## src/rtl/fifo_stream_reader_if.sv

```systemverilog
`default_nettype none
// ============================================================================
//  Module      : fifo_stream_reader_if
//  Description : Bundles the show-ahead FIFO read port and the outgoing
//                valid/ready beat stream of fifo_stream_reader.
//                  fifo_rd_data_i  FIFO head word (valid while not empty)
//                  fifo_empty_i    FIFO empty flag
//                  fifo_rd_o       FIFO pop request
//                  m_data_o        stream beat data
//                  m_valid_o       stream beat valid
//                  m_ready_i       stream beat ready
//                  m_last_o        final beat of a FIFO word
//                  words_cnt_o     count of fully transmitted FIFO words
//                master : the reader side (drives pop and stream outputs)
//                slave  : the environment (FIFO and stream consumer)
//  Revision    : 1.0 - initial release
// ============================================================================
interface fifo_stream_reader_if #(
    parameter int DATA_WIDTH = 32,
    parameter int OUT_WIDTH  = 8,
    parameter int CNT_WIDTH  = 16
);
    logic [DATA_WIDTH-1:0] fifo_rd_data_i;
    logic                  fifo_empty_i;
    logic                  fifo_rd_o;
    logic [OUT_WIDTH-1:0]  m_data_o;
    logic                  m_valid_o;
    logic                  m_ready_i;
    logic                  m_last_o;
    logic [CNT_WIDTH-1:0]  words_cnt_o;

    modport master (
        input  fifo_rd_data_i,
        input  fifo_empty_i,
        input  m_ready_i,
        output fifo_rd_o,
        output m_data_o,
        output m_valid_o,
        output m_last_o,
        output words_cnt_o
    );

    modport slave (
        output fifo_rd_data_i,
        output fifo_empty_i,
        output m_ready_i,
        input  fifo_rd_o,
        input  m_data_o,
        input  m_valid_o,
        input  m_last_o,
        input  words_cnt_o
    );
endinterface
`default_nettype wire

```

## src/rtl/fifo_stream_reader.sv

```systemverilog
`default_nettype none
// ============================================================================
//  Module      : fifo_stream_reader
//  Description : Pops DATA_WIDTH words from a show-ahead FIFO and emits each
//                one as RATIO = DATA_WIDTH/OUT_WIDTH valid/ready beats, in
//                LSB-first or MSB-first slice order. A new word is popped on
//                the same edge the last beat of the previous one is accepted,
//                so a non-empty FIFO streams with no bubbles.
//  Ports       : clk_i  - rising-edge clock
//                rst_i  - asynchronous active-high reset
//                bus    - fifo_stream_reader_if.master (FIFO read port,
//                         beat stream and word counter)
//  Revision    : 1.0 - initial release
// ============================================================================
module fifo_stream_reader #(
    parameter int DATA_WIDTH = 32,
    parameter int OUT_WIDTH  = 8,
    parameter int LSB_FIRST  = 1,
    parameter int CNT_WIDTH  = 16
) (
    input  wire logic             clk_i,
    input  wire logic             rst_i,
    fifo_stream_reader_if.master  bus
);

    localparam int                RATIO    = DATA_WIDTH / OUT_WIDTH;
    localparam int                IDX_W    = (RATIO > 1) ? $clog2(RATIO) : 1;
    localparam logic [IDX_W-1:0]  LAST_IDX = IDX_W'(RATIO - 1);

    typedef enum logic [0:0] {
        ST_IDLE = 1'b0,
        ST_SEND = 1'b1
    } state_t;

    state_t                 state_q, state_d;
    logic [DATA_WIDTH-1:0]  word_q,  word_d;
    logic [IDX_W-1:0]       idx_q,   idx_d;
    logic [IDX_W-1:0]       idx_inc;
    logic [OUT_WIDTH-1:0]   data_q,  data_d;
    logic                   valid_q, valid_d;
    logic                   last_q,  last_d;
    logic [CNT_WIDTH-1:0]   cnt_q,   cnt_d;
    logic                   pop;
    logic                   beat_accept;

    // Returns the beat presented at position k of word w, honouring the
    // configured slice order.
    function automatic logic [OUT_WIDTH-1:0] slice_of(
        input logic [DATA_WIDTH-1:0] w,
        input logic [IDX_W-1:0]      k
    );
        int unsigned           pos;
        logic [DATA_WIDTH-1:0] shifted;
        if (LSB_FIRST != 0) begin
            pos = 32'(k);
        end else begin
            pos = 32'(RATIO - 1) - 32'(k);
        end
        shifted = w >> (pos * 32'(OUT_WIDTH));
        return shifted[OUT_WIDTH-1:0];
    endfunction

    // ------------------------------------------------------------------------
    // Next-state / datapath logic
    // ------------------------------------------------------------------------
    always_comb begin
        state_d     = state_q;
        word_d      = word_q;
        idx_d       = idx_q;
        data_d      = data_q;
        valid_d     = valid_q;
        last_d      = last_q;
        cnt_d       = cnt_q;
        idx_inc     = idx_q + IDX_W'(1);
        beat_accept = valid_q && bus.m_ready_i;

        // Pop when nothing is held, or when the beat leaving this cycle is
        // the last of the held word. Gated by reset so the FIFO is never
        // drained while the reader is held in reset.
        pop = !rst_i && !bus.fifo_empty_i &&
              ((state_q == ST_IDLE) || (bus.m_ready_i && last_q));

        if (beat_accept && last_q) begin
            cnt_d = cnt_q + CNT_WIDTH'(1);
        end

        if (pop) begin
            // Load takes priority: covers both the IDLE start and the
            // back-to-back reload on the final beat of the previous word.
            state_d = ST_SEND;
            word_d  = bus.fifo_rd_data_i;
            idx_d   = '0;
            data_d  = slice_of(bus.fifo_rd_data_i, '0);
            valid_d = 1'b1;
            last_d  = (RATIO == 1);
        end else if ((state_q == ST_SEND) && beat_accept) begin
            if (last_q) begin
                state_d = ST_IDLE;
                valid_d = 1'b0;
                last_d  = 1'b0;
            end else begin
                idx_d   = idx_inc;
                data_d  = slice_of(word_q, idx_inc);
                last_d  = (idx_inc == LAST_IDX);
            end
        end
    end

    // ------------------------------------------------------------------------
    // State register
    // ------------------------------------------------------------------------
    always_ff @(posedge clk_i or posedge rst_i) begin
        if (rst_i) begin
            state_q <= ST_IDLE;
            word_q  <= '0;
            idx_q   <= '0;
            data_q  <= '0;
            valid_q <= 1'b0;
            last_q  <= 1'b0;
            cnt_q   <= '0;
        end else begin
            state_q <= state_d;
            word_q  <= word_d;
            idx_q   <= idx_d;
            data_q  <= data_d;
            valid_q <= valid_d;
            last_q  <= last_d;
            cnt_q   <= cnt_d;
        end
    end

    assign bus.fifo_rd_o   = pop;
    assign bus.m_data_o    = data_q;
    assign bus.m_valid_o   = valid_q;
    assign bus.m_last_o    = last_q;
    assign bus.words_cnt_o = cnt_q;

    // ------------------------------------------------------------------------
    // Protocol properties
    // ------------------------------------------------------------------------
    a_no_pop_when_empty : assert property (
        @(posedge clk_i) disable iff (rst_i)
        bus.fifo_empty_i |-> !bus.fifo_rd_o
    );

    a_hold_on_stall : assert property (
        @(posedge clk_i) disable iff (rst_i)
        (valid_q && !bus.m_ready_i) |=> (valid_q && $stable(data_q) && $stable(last_q))
    );

endmodule
`default_nettype wire

```

## src/flat_wrapper.sv

```systemverilog
// flat-port wrapper written by rule: the top's interface ports become plain ports
module fifo_stream_reader_flat 
#(
    parameter int DATA_WIDTH = 32,
    parameter int OUT_WIDTH  = 8,
    parameter int LSB_FIRST  = 1,
    parameter int CNT_WIDTH  = 16
)
  (clk_i, rst_i, bus_fifo_rd_data_i, bus_fifo_empty_i, bus_m_ready_i, bus_fifo_rd_o, bus_m_data_o, bus_m_valid_o, bus_m_last_o, bus_words_cnt_o);
  fifo_stream_reader_if #(.DATA_WIDTH(DATA_WIDTH), .OUT_WIDTH(OUT_WIDTH), .CNT_WIDTH(CNT_WIDTH)) bus_i ();
  input  wire logic clk_i;
  input  wire logic rst_i;
  input wire logic [$bits(bus_i.fifo_rd_data_i)-1:0] bus_fifo_rd_data_i;
  input wire logic [$bits(bus_i.fifo_empty_i)-1:0] bus_fifo_empty_i;
  input wire logic [$bits(bus_i.m_ready_i)-1:0] bus_m_ready_i;
  output wire logic [$bits(bus_i.fifo_rd_o)-1:0] bus_fifo_rd_o;
  output wire logic [$bits(bus_i.m_data_o)-1:0] bus_m_data_o;
  output wire logic [$bits(bus_i.m_valid_o)-1:0] bus_m_valid_o;
  output wire logic [$bits(bus_i.m_last_o)-1:0] bus_m_last_o;
  output wire logic [$bits(bus_i.words_cnt_o)-1:0] bus_words_cnt_o;
  assign bus_i.fifo_rd_data_i = bus_fifo_rd_data_i;
  assign bus_i.fifo_empty_i = bus_fifo_empty_i;
  assign bus_i.m_ready_i = bus_m_ready_i;
  assign bus_fifo_rd_o = bus_i.fifo_rd_o;
  assign bus_m_data_o = bus_i.m_data_o;
  assign bus_m_valid_o = bus_i.m_valid_o;
  assign bus_m_last_o = bus_i.m_last_o;
  assign bus_words_cnt_o = bus_i.words_cnt_o;
  fifo_stream_reader #(.DATA_WIDTH(DATA_WIDTH), .OUT_WIDTH(OUT_WIDTH), .LSB_FIRST(LSB_FIRST), .CNT_WIDTH(CNT_WIDTH)) u_core (.clk_i(clk_i), .rst_i(rst_i), .bus(bus_i));
endmodule
```

## config.mk

```make
export PLATFORM = sky130hd
export DESIGN_NAME = fifo_stream_reader_flat
export DESIGN_NICKNAME = d
export VERILOG_FILES = /design/src/rtl/fifo_stream_reader_if.sv /design/src/rtl/fifo_stream_reader.sv /design/src/flat_wrapper.sv
export SDC_FILE = /design/constraint.sdc
export NUM_CORES = 1
export LEC_CHECK = 0
export CAP_MARGIN = 0
export CORE_UTILIZATION = 35
export CTS_CLUSTER_DIAMETER = 80
export DETAILED_ROUTE_END_ITERATION = 16
export GPL_ROUTABILITY_DRIVEN = 1
export HOLD_SLACK_MARGIN = 0.1
export SYNTH_ARGS = -nofsm -noshare
export SYNTH_HDL_FRONTEND = slang
export SYNTH_SLANG_ARGS = --single-unit
export TNS_END_PERCENT = 5
```

## constraint.sdc

```tcl
create_clock -name clk_i -period 3.46 [get_ports clk_i]
set_input_delay 0.346 -clock clk_i [delete_from_list [all_inputs] [get_ports clk_i]]
set_output_delay 0.346 -clock clk_i [all_outputs]
set_load 0.05 [all_outputs]
```

* Yosys cells after proc, flatten, opt, wreduce, memory -nomap -nowiden
Index checks and enable logic that the tools add are counted.
Cells by class: add/sub/neg operators 2, multipliers 0, div/mod/pow operators 0, magnitude comparators 0, eq/ne operators 2, shift-type cells 2, mux-type cells 16, bitwise logic cells 1, reduce and logical (&&, ||, !) cells 13
Operators with widths (number):
- $mux 29 | 4
- $shr 32x32->8 | 2
- $mux 8 | 3
- $add 16x1->16 const B | 1
- $logic_and 1x1->1 | 6
- $mux 1 | 6
- $mux 2 | 3
- $reduce_and 2->1 | 2
- $reduce_bool 2->1 | 2
- $add 2x1->2 const B | 1
- $eq 2x2->1 const B | 1
- $logic_not 1->1 | 2
- $ne 2x2->1 const B | 1
- $logic_or 1x1->1 | 1
- $not 1->1 | 1
Storage, ports and cells: register bits after elaboration 60, bits in latches 0, RAM bits 0, bits in read-only memories 0, input port bits 36, output and inout port bits 27, word-level logic and storage cells 42, memories 0

* Longest topological paths before layout
Gate-level depths: netlist of run 1.
depth after elaboration 8, mapped depth 7, gate-level depth less buffers 5

* Worst setup path after synthesis of run 1
No wires, ideal clock.
path kind reg-to-output, start point reg u_core.last_q (netlist: u_core.bus.m_last_o), end point out bus_fifo_rd_o, arrival time 1.595 ns, required time 3.114 ns, slack 1.519 ns, cell stages (with the launch flop) 6, path buffers 2, cell sequence dfrtp_1 -> a21boi_1 -> or3_1 -> buf_2 -> inv_4 -> buf_4
On the way: cells in the longest elaborated chain, start to end 3
Ends and longest elaborated chain:
- start: declaration | RTL line fifo_stream_reader.sv:41 | logic last_q, last_d;
- start signal: assignment | RTL line fifo_stream_reader.sv:127 | last_q <= last_d;
- $logic_and 1x1->1 | RTL line fifo_stream_reader.sv:81 | ((state_q == ST_IDLE) || (bus.m_ready_i && last_q));
- $logic_or 1x1->1 | RTL line fifo_stream_reader.sv:81
- $logic_and 1x1->1 | RTL line fifo_stream_reader.sv:80 | pop = !rst_i && !bus.fifo_empty_i &&
- end: declaration | RTL line flat_wrapper.sv:16 | output wire logic [$bits(bus_i.fifo_rd_o)-1:0] bus_fifo_rd_o;
Every way passes these cells.

* Final worst setup path of run 1
start point in bus_m_ready_i, end point out bus_fifo_rd_o
On the way: cells in the longest elaborated chain, start to end 3
Ends and longest elaborated chain:
- start: declaration | RTL line flat_wrapper.sv:15 | input wire logic [$bits(bus_i.m_ready_i)-1:0] bus_m_ready_i;
- $logic_and 1x1->1 | RTL line fifo_stream_reader.sv:81
- $logic_or 1x1->1 | RTL line fifo_stream_reader.sv:81
- $logic_and 1x1->1 | RTL line fifo_stream_reader.sv:80
Every way passes these cells.

==> results.yml, run 1 <==
run_status:
  status: "finished clean"
yosys:
  ys_ff_latch: 60
  synth_nets: 308
  syn-cell-area_um2: 2640
  synth.distinct_cells: 25
  syn_inst: 270
  yosysMostFrequentCell: "nand2_1"
  synth_commonest_cells: "nand2_1, dfrtp_1, a21oi_1"
  synthFlopType: "dfrtp_1"
  synthArstFlopShare_pct: 100
  synth-seq-area-share_pct: 56.9
  synth_top_area_share_pct: 56.9
  synth_edf_count: 0
  synthTopCellsByArea: "dfrtp_1, nand2_1, mux4_2"
  ys_warn_count: 0
  yosys.area.top_type: "dfrtp_1"
  syn_area_per_cell_um2: 9.77
clock_network:
  cts_root_buf: "clkbuf_8"
  h-tree-depth: 3
  path_clk_slew_ns: 0.06
  cts_buffers: 9
  hold_buffers: 0
  cts_num_sinks: 60
  clock_latency_ns: 0.33
  postCtsSetupRepairBufs: 0
  cts_tree: "yes"
  post_cts_resized: 0
  cts_buffer_depth: 2
sta:
  timing.final.max_slew_violations: 0
  setup_ws_ns: 1.11
  worst_slew_pin_slew_ns: 0.768
  skew_ns: 0.00732
  hold_viol_final: 0
  maxSlewHeadroom_pct: 48.6
  final.period_utilization_pct: 67.9
  rsz0062_at_grt: "no"
  final.min_clock_period_ns: 2.35
  setup-violations-final: 0
  tns_ns: 0
  max_freq_mhz: 426
route:
  detail-route-antenna-nets: 0
  wl_met2_mm: 2.53
  dr_wl_met3_um: 317
  dr.pass1.iters: 4
  finalWirelength_mm: 5.61
  drt_iter0_drc: 89
  vias: 2044
  wl_met1_mm: 2.72
  wire_per_inst_um: 12.8
  highest_layer: "met4"
  vias_per_cell: 4.67
  route.detailed.drc: 0
floorplanning:
  io_pins: 63
  die_area_um2: 7890
  rows: 31
  coreArea_um2: 7250
  die_w_um: 88.8
  start_util_pct: 36.4
  dieHeight_um: 88.8
worst_setup_path:
  critPathArrivalTime_ns: 2.00
  worstReg2RegStart: "u_core.idx_q[0]$_DFFE_PP0P_"
  cp_max_fo: 44
  crit_start: "bus_m_ready_i"
  cp_slowest_cell: "clkdlybuf4s50_1"
  max_stage_delay_ns: 0.59
  cp_num_buf_inv: 3
  cp_cell_sequence: "clkdlybuf4s50_1 -> a21boi_1 -> or3_1 -> inv_4 -> buf_12"
  path_class: "primary input to output port"
  end_kind: "output port"
  start_kind: "primary input"
  critPathTopFamily: "buffers and inverters"
  required_ns: 3.11
layout:
  final_area_um2: 3520
  nets: 373
  drive_above_1_share_pct: 8.85
  areaGrowthSynthToFinish_pct: 33.5
  diodes: 0
power_and_ir_drop:
  comb_power_share_pct: 41.5
  intPower_mw: 1.76
  power_switching_mw: 1.09
  p_leak_nw: 1.64
  vdd_ir_drop_max_uv: 329
  total_power_mw: 2.85
  share_seq_of_total_power_pct: 39.4
  power_frac_clock_pct: 19.1
  power_density_nw_per_um2: 810
  power.share.switching_pct: 38.3
grt:
  grt_max_degree: 45
  grt_pass1_wl_mm: 9.36
  antenna_found_initial: 0
  grt-ovfl-total: 0
  grt_pass1_vias: 1991
  grt_usage_pct: 15.8
job:
  drv_cap: 0
place:
  pre_cts_ws_ns: 1.10
  dpl_cell_area_um2: 3350
  io_buffers: 62
  place.gp.congestion: 0.747
  dp_hpwl_mm: 3.76
hold_path:
  hold_path_class: "primary input to async pin"
per-layer routing:
metal | vias to the layer above | GRT usage (%)
met1 | 970 | 22.1
met5 | - | 0
met3 | 6 | 4.10
li1 | 1006 | -
met4 | 0 | 5.28
met2 | 62 | 24.1
power by group through the flow:
| stage | Clock (mW) | Sequential [mW] | Combinational (mW) |
|---|---|---|---|
| global route | 0.593 | 1.16 | 1.31 |
| CTS | 0.564 | 1.13 | 1.21 |
| detailed placement | 0 | 1.14 | 1.21 |
| finish | 0.545 | 1.12 | 1.18 |
| floorplan | 0 | 1.34 | 0.632 |
| global placement | 0 | 1.13 | 1.18 |
flip-flops by register name, summed over array words and instances (netlist names):
signal,count
u_core.bus.words_cnt_o,16
u_core.bus.m_data_o,8
u_core.bus.m_last_o,1
u_core.state_q,1
u_core.word_q,32
u_core.idx_q,2
cell usage in the layout, fill, tap and decap left out, drive strengths merged:
| master | instances |
|---|---|
| mux4 | 8 |
| mux2 | 1 |
| or3 | 1 |
| nand2 | 113 |
| clkinv | 2 |
| nand4 | 6 |
| a21boi | 1 |
| inv | 4 |
| xor2 | 3 |
| buf | 5 |
| and4 | 1 |
| a21oi | 19 |
| clkbuf | 13 |
| o21bai | 1 |
| xnor2 | 12 |
| clkdlybuf4s50 | 61 |
| or2 | 1 |
| nand3b | 1 |
| dfrtp | 60 |
| nand3 | 7 |
| ha | 2 |
| and3 | 1 |
| nor2 | 16 |
per-stage QoR:
step,hold WS [ns],utilization [%],instances
floorplan,0.431,-,270
global placement,0.452,46.2,423
detailed placement,0.458,46.2,423
CTS,0.407,48.6,438
global route,0.448,48.6,438
finish,0.405,48.6,438
cells by family after synthesis:
| kind of cell | after synthesis | share of synthesized area, % |
|---|---|---|
| simple gates | 147 | 22.4 |
| flops | 60 | 56.9 |
| compound gates | 21 | 4.17 |
| buf+inv | 16 | 3.27 |
| xor+xnor | 15 | 4.98 |
| mux | 9 | 7.26 |
| fa+ha+maj | 2 | 0.949 |
worst paths after layout:
path                                                               to  slack, ns  depth (start not counted)
worst max register to register     u_core.bus.m_data_o[2]$_DFFE_PP0P_       1.60                          6
min in group clk_i                       u_core.word_q[0]$_DFFE_PP0P_       0.47                          2
worst min-delay path                    u_core.word_q[20]$_DFFE_PP0P_       0.41                          2
worst max-delay path                                    bus_fifo_rd_o       1.11                          5
max in group asynchronous       u_core.bus.words_cnt_o[7]$_DFFE_PP0P_       2.41                          3
worst min register to register           u_core.word_q[0]$_DFFE_PP0P_       0.47                          2
cell type report:
cell class              count  area [µm²]
fillers                   714        3730
flip-flops and latches     60        1500
multi-input cells         194        1050
repair buffers             66         661
clock buffers              13         159
well taps                  99         124
inverters                   4        17.5
clock inverters             2        10.0
Note: power is estimated with default switching activity, not from simulation.
==> run 2, diff against run 1 <==
- clock period: 3.46 -> 2.32 ns (I/O delays scaled with it)
==> run 2 against run 1 <==
Net effect:
- count of clock-buffer cells in the layout down 2
- critical path depth down 1
- worst setup slack worse by 0.86 ns
- die area unchanged
- clock power up 47%
- largest power group unchanged
- largest cell class unchanged
==> results.yml, run 2 (synthesized netlist as in run 1, its figures left out) <==
floorplanning:
  start_util_pct: 36.4
  io_pins: 63
  die_area_um2: 7890
  die_w_um: 88.8
  rows: 31
  coreArea_um2: 7250
  dieHeight_um: 88.8
worst_setup_path:
  max_stage_delay_ns: 0.44
  cp_slowest_cell: "dfrtp_1"
  reg2reg_to: "u_core.word_q[12]$_DFFE_PP0P_"
  path_class: "register to output port"
  end_kind: "output port"
  required_ns: 2.09
  critPathArrivalTime_ns: 1.84
  cp_num_buf_inv: 2
  cp_cell_sequence: "a21boi_1 -> or3_1 -> inv_4 -> buf_12"
  critPathTopFamily: "buffers and inverters"
  worstReg2RegStart: "u_core.state_q$_DFFE_PP0P_"
  worstRegToRegCells: 6
  cp_max_fo: 37
  rrSetupSlack_ns: 0.59
  start_kind: "register"
route:
  drt_iter0_drc: 120
  detail-route-antenna-nets: 0
  vias: 2029
  wire_per_inst_um: 12.7
  vias_per_cell: 4.60
  finalWirelength_mm: 5.59
  dr.pass1.iters: 4
  route.detailed.drc: 0
layout:
  areaGrowthSynthToFinish_pct: 34.6
  nFillCells: 713
  largest-register: "u_core.word_q"
  final_common_cell: "nand2_1"
  largest_reg_flops: 32
  drive_above_1_share_pct: 9.94
  diodes: 0
  nets: 375
  layout_common_cells: "nand2_1, clkdlybuf4s50_1, dfrtp_1"
clock_network:
  h-tree-depth: 3
  cts_buffer_depth: 2
  cts_num_sinks: 60
  post_cts_resized: 0
  postCtsSetupRepairBufs: 0
  cts_tree: "yes"
  cts_buffers: 9
  path_clk_slew_ns: 0.06
  clock_latency_ns: 0.32
  cts_root_buf: "clkbuf_8"
  hold_buffers: 0
hold_path:
  hold_path_class: "primary input to async pin"
power_and_ir_drop:
  share_seq_of_total_power_pct: 39.3
  power_switching_mw: 1.65
  p_leak_nw: 1.65
  power_frac_clock_pct: 18.9
  intPower_mw: 2.61
  vdd_ir_drop_max_uv: 610
  power.share.switching_pct: 38.7
  comb_power_share_pct: 41.9
  power_density_nw_per_um2: 1200
  total_power_mw: 4.26
sta:
  final.min_clock_period_ns: 2.07
  final.period_utilization_pct: 89.1
  hold_viol_final: 0
  max_freq_mhz: 484
  skew_ns: 0.00757
  timing.final.max_slew_violations: 0
  maxSlewHeadroom_pct: 64.8
  rsz0062_at_grt: "no"
  worst_slew_pin_slew_ns: 0.526
  tns_ns: 0
  setup-violations-final: 0
grt:
  grt_pass1_vias: 2058
  grt_max_degree: 61
  grt-ovfl-total: 0
  grt_usage_pct: 16.2
  antenna_found_initial: 0
  grt_pass1_wl_mm: 9.58
place:
  io_buffers: 62
  place.gp.congestion: 0.723
  dp_hpwl_mm: 3.63
job:
  drv_cap: 0
run_status:
  status: "finished clean"
run 2: cell count changes in the layout (fill, tap and decap cells not counted):
cell / before / now
clkinvlp_4: 0 / 1
buf_4: 4 / 5
buf_12: 1 / 2
clkinv_2: 2 / 4
clkbuf_1: 2 / 1
clkbuf_8: 11 / 10
run 2: stage by stage:
step           cells  area [µm²]  hold WS (ns)  setup slack [ns]  utilization (%)
6_report         441        3550         0.333             0.252             48.9
3_3_place_gp     425        3380         0.454             0.389             46.6
3_5_place_dp     425        3380         0.457             0.385             46.6
5_1_grt          441        3550         0.368             0.125             48.9
2_1_floorplan    270        2640         0.317             0.493                -
4_1_cts          441        3550         0.344             0.216             48.9
run 2: how the worst max path moves through the flow:
stage | slack, ns | start | cells past startpoint | endpoint
2_1_floorplan | 0.49 | u_core.bus.m_last_o$_DFFE_PP0P_ | 5 | bus_fifo_rd_o
3_3_place_gp | 0.39 | bus_m_ready_i | 5 | bus_fifo_rd_o
3_5_place_dp | 0.38 | bus_m_ready_i | 5 | bus_fifo_rd_o
4_1_cts | 0.22 | u_core.state_q$_DFFE_PP0P_ | 4 | bus_fifo_rd_o
5_1_grt | 0.13 | u_core.state_q$_DFFE_PP0P_ | 4 | bus_fifo_rd_o
6_report | 0.25 | u_core.state_q$_DFFE_PP0P_ | 4 | bus_fifo_rd_o
run 2: worst reg2reg max path, cell delays in order (launching register included):
cell and delay [ns]:
dfrtp_1 0.44, a21boi_1 0.16, or3_1 0.39, inv_4 0.33, buf_4 0.24, nand2_1 0.06
nand2_1 0.06
run 2: area by class of cell:
class | count | area (µm²) | area share [%]
clock buffers | 11 | 141 | 3.98
clock inverters | 5 | 27.5 | 0.775
inverters | 4 | 17.5 | 0.493
multi-input cells | 194 | 1050 | 29.6
flip-flops and latches | 60 | 1500 | 42.3
well taps | 99 | 124 | 3.49
repair buffers | 68 | 688 | 19.4
run 2: routing by layer:
metal  GRT usage, %  vias up  wire length, µm  part of all wire, %
met2           23.9       57             2480                   44
met5              0        -                0                    0
met4           5.72        0               38                 0.68
met3           4.29        4              290                  5.2
li1               -     1010                -                    -
met1           22.9      958             2780                   50
run 2: power by group through the flow:
stage / Clock, mW / Combinational [mW] / Sequential (mW)
final: 0.803 / 1.78 / 1.67
after global routing: 0.892 / 1.95 / 1.73
after CTS: 0.840 / 1.82 / 1.67
after detailed placement: 0 / 1.81 / 1.69
after global placement: 0 / 1.78 / 1.68
after floorplan: 0 / 0.943 / 2.00
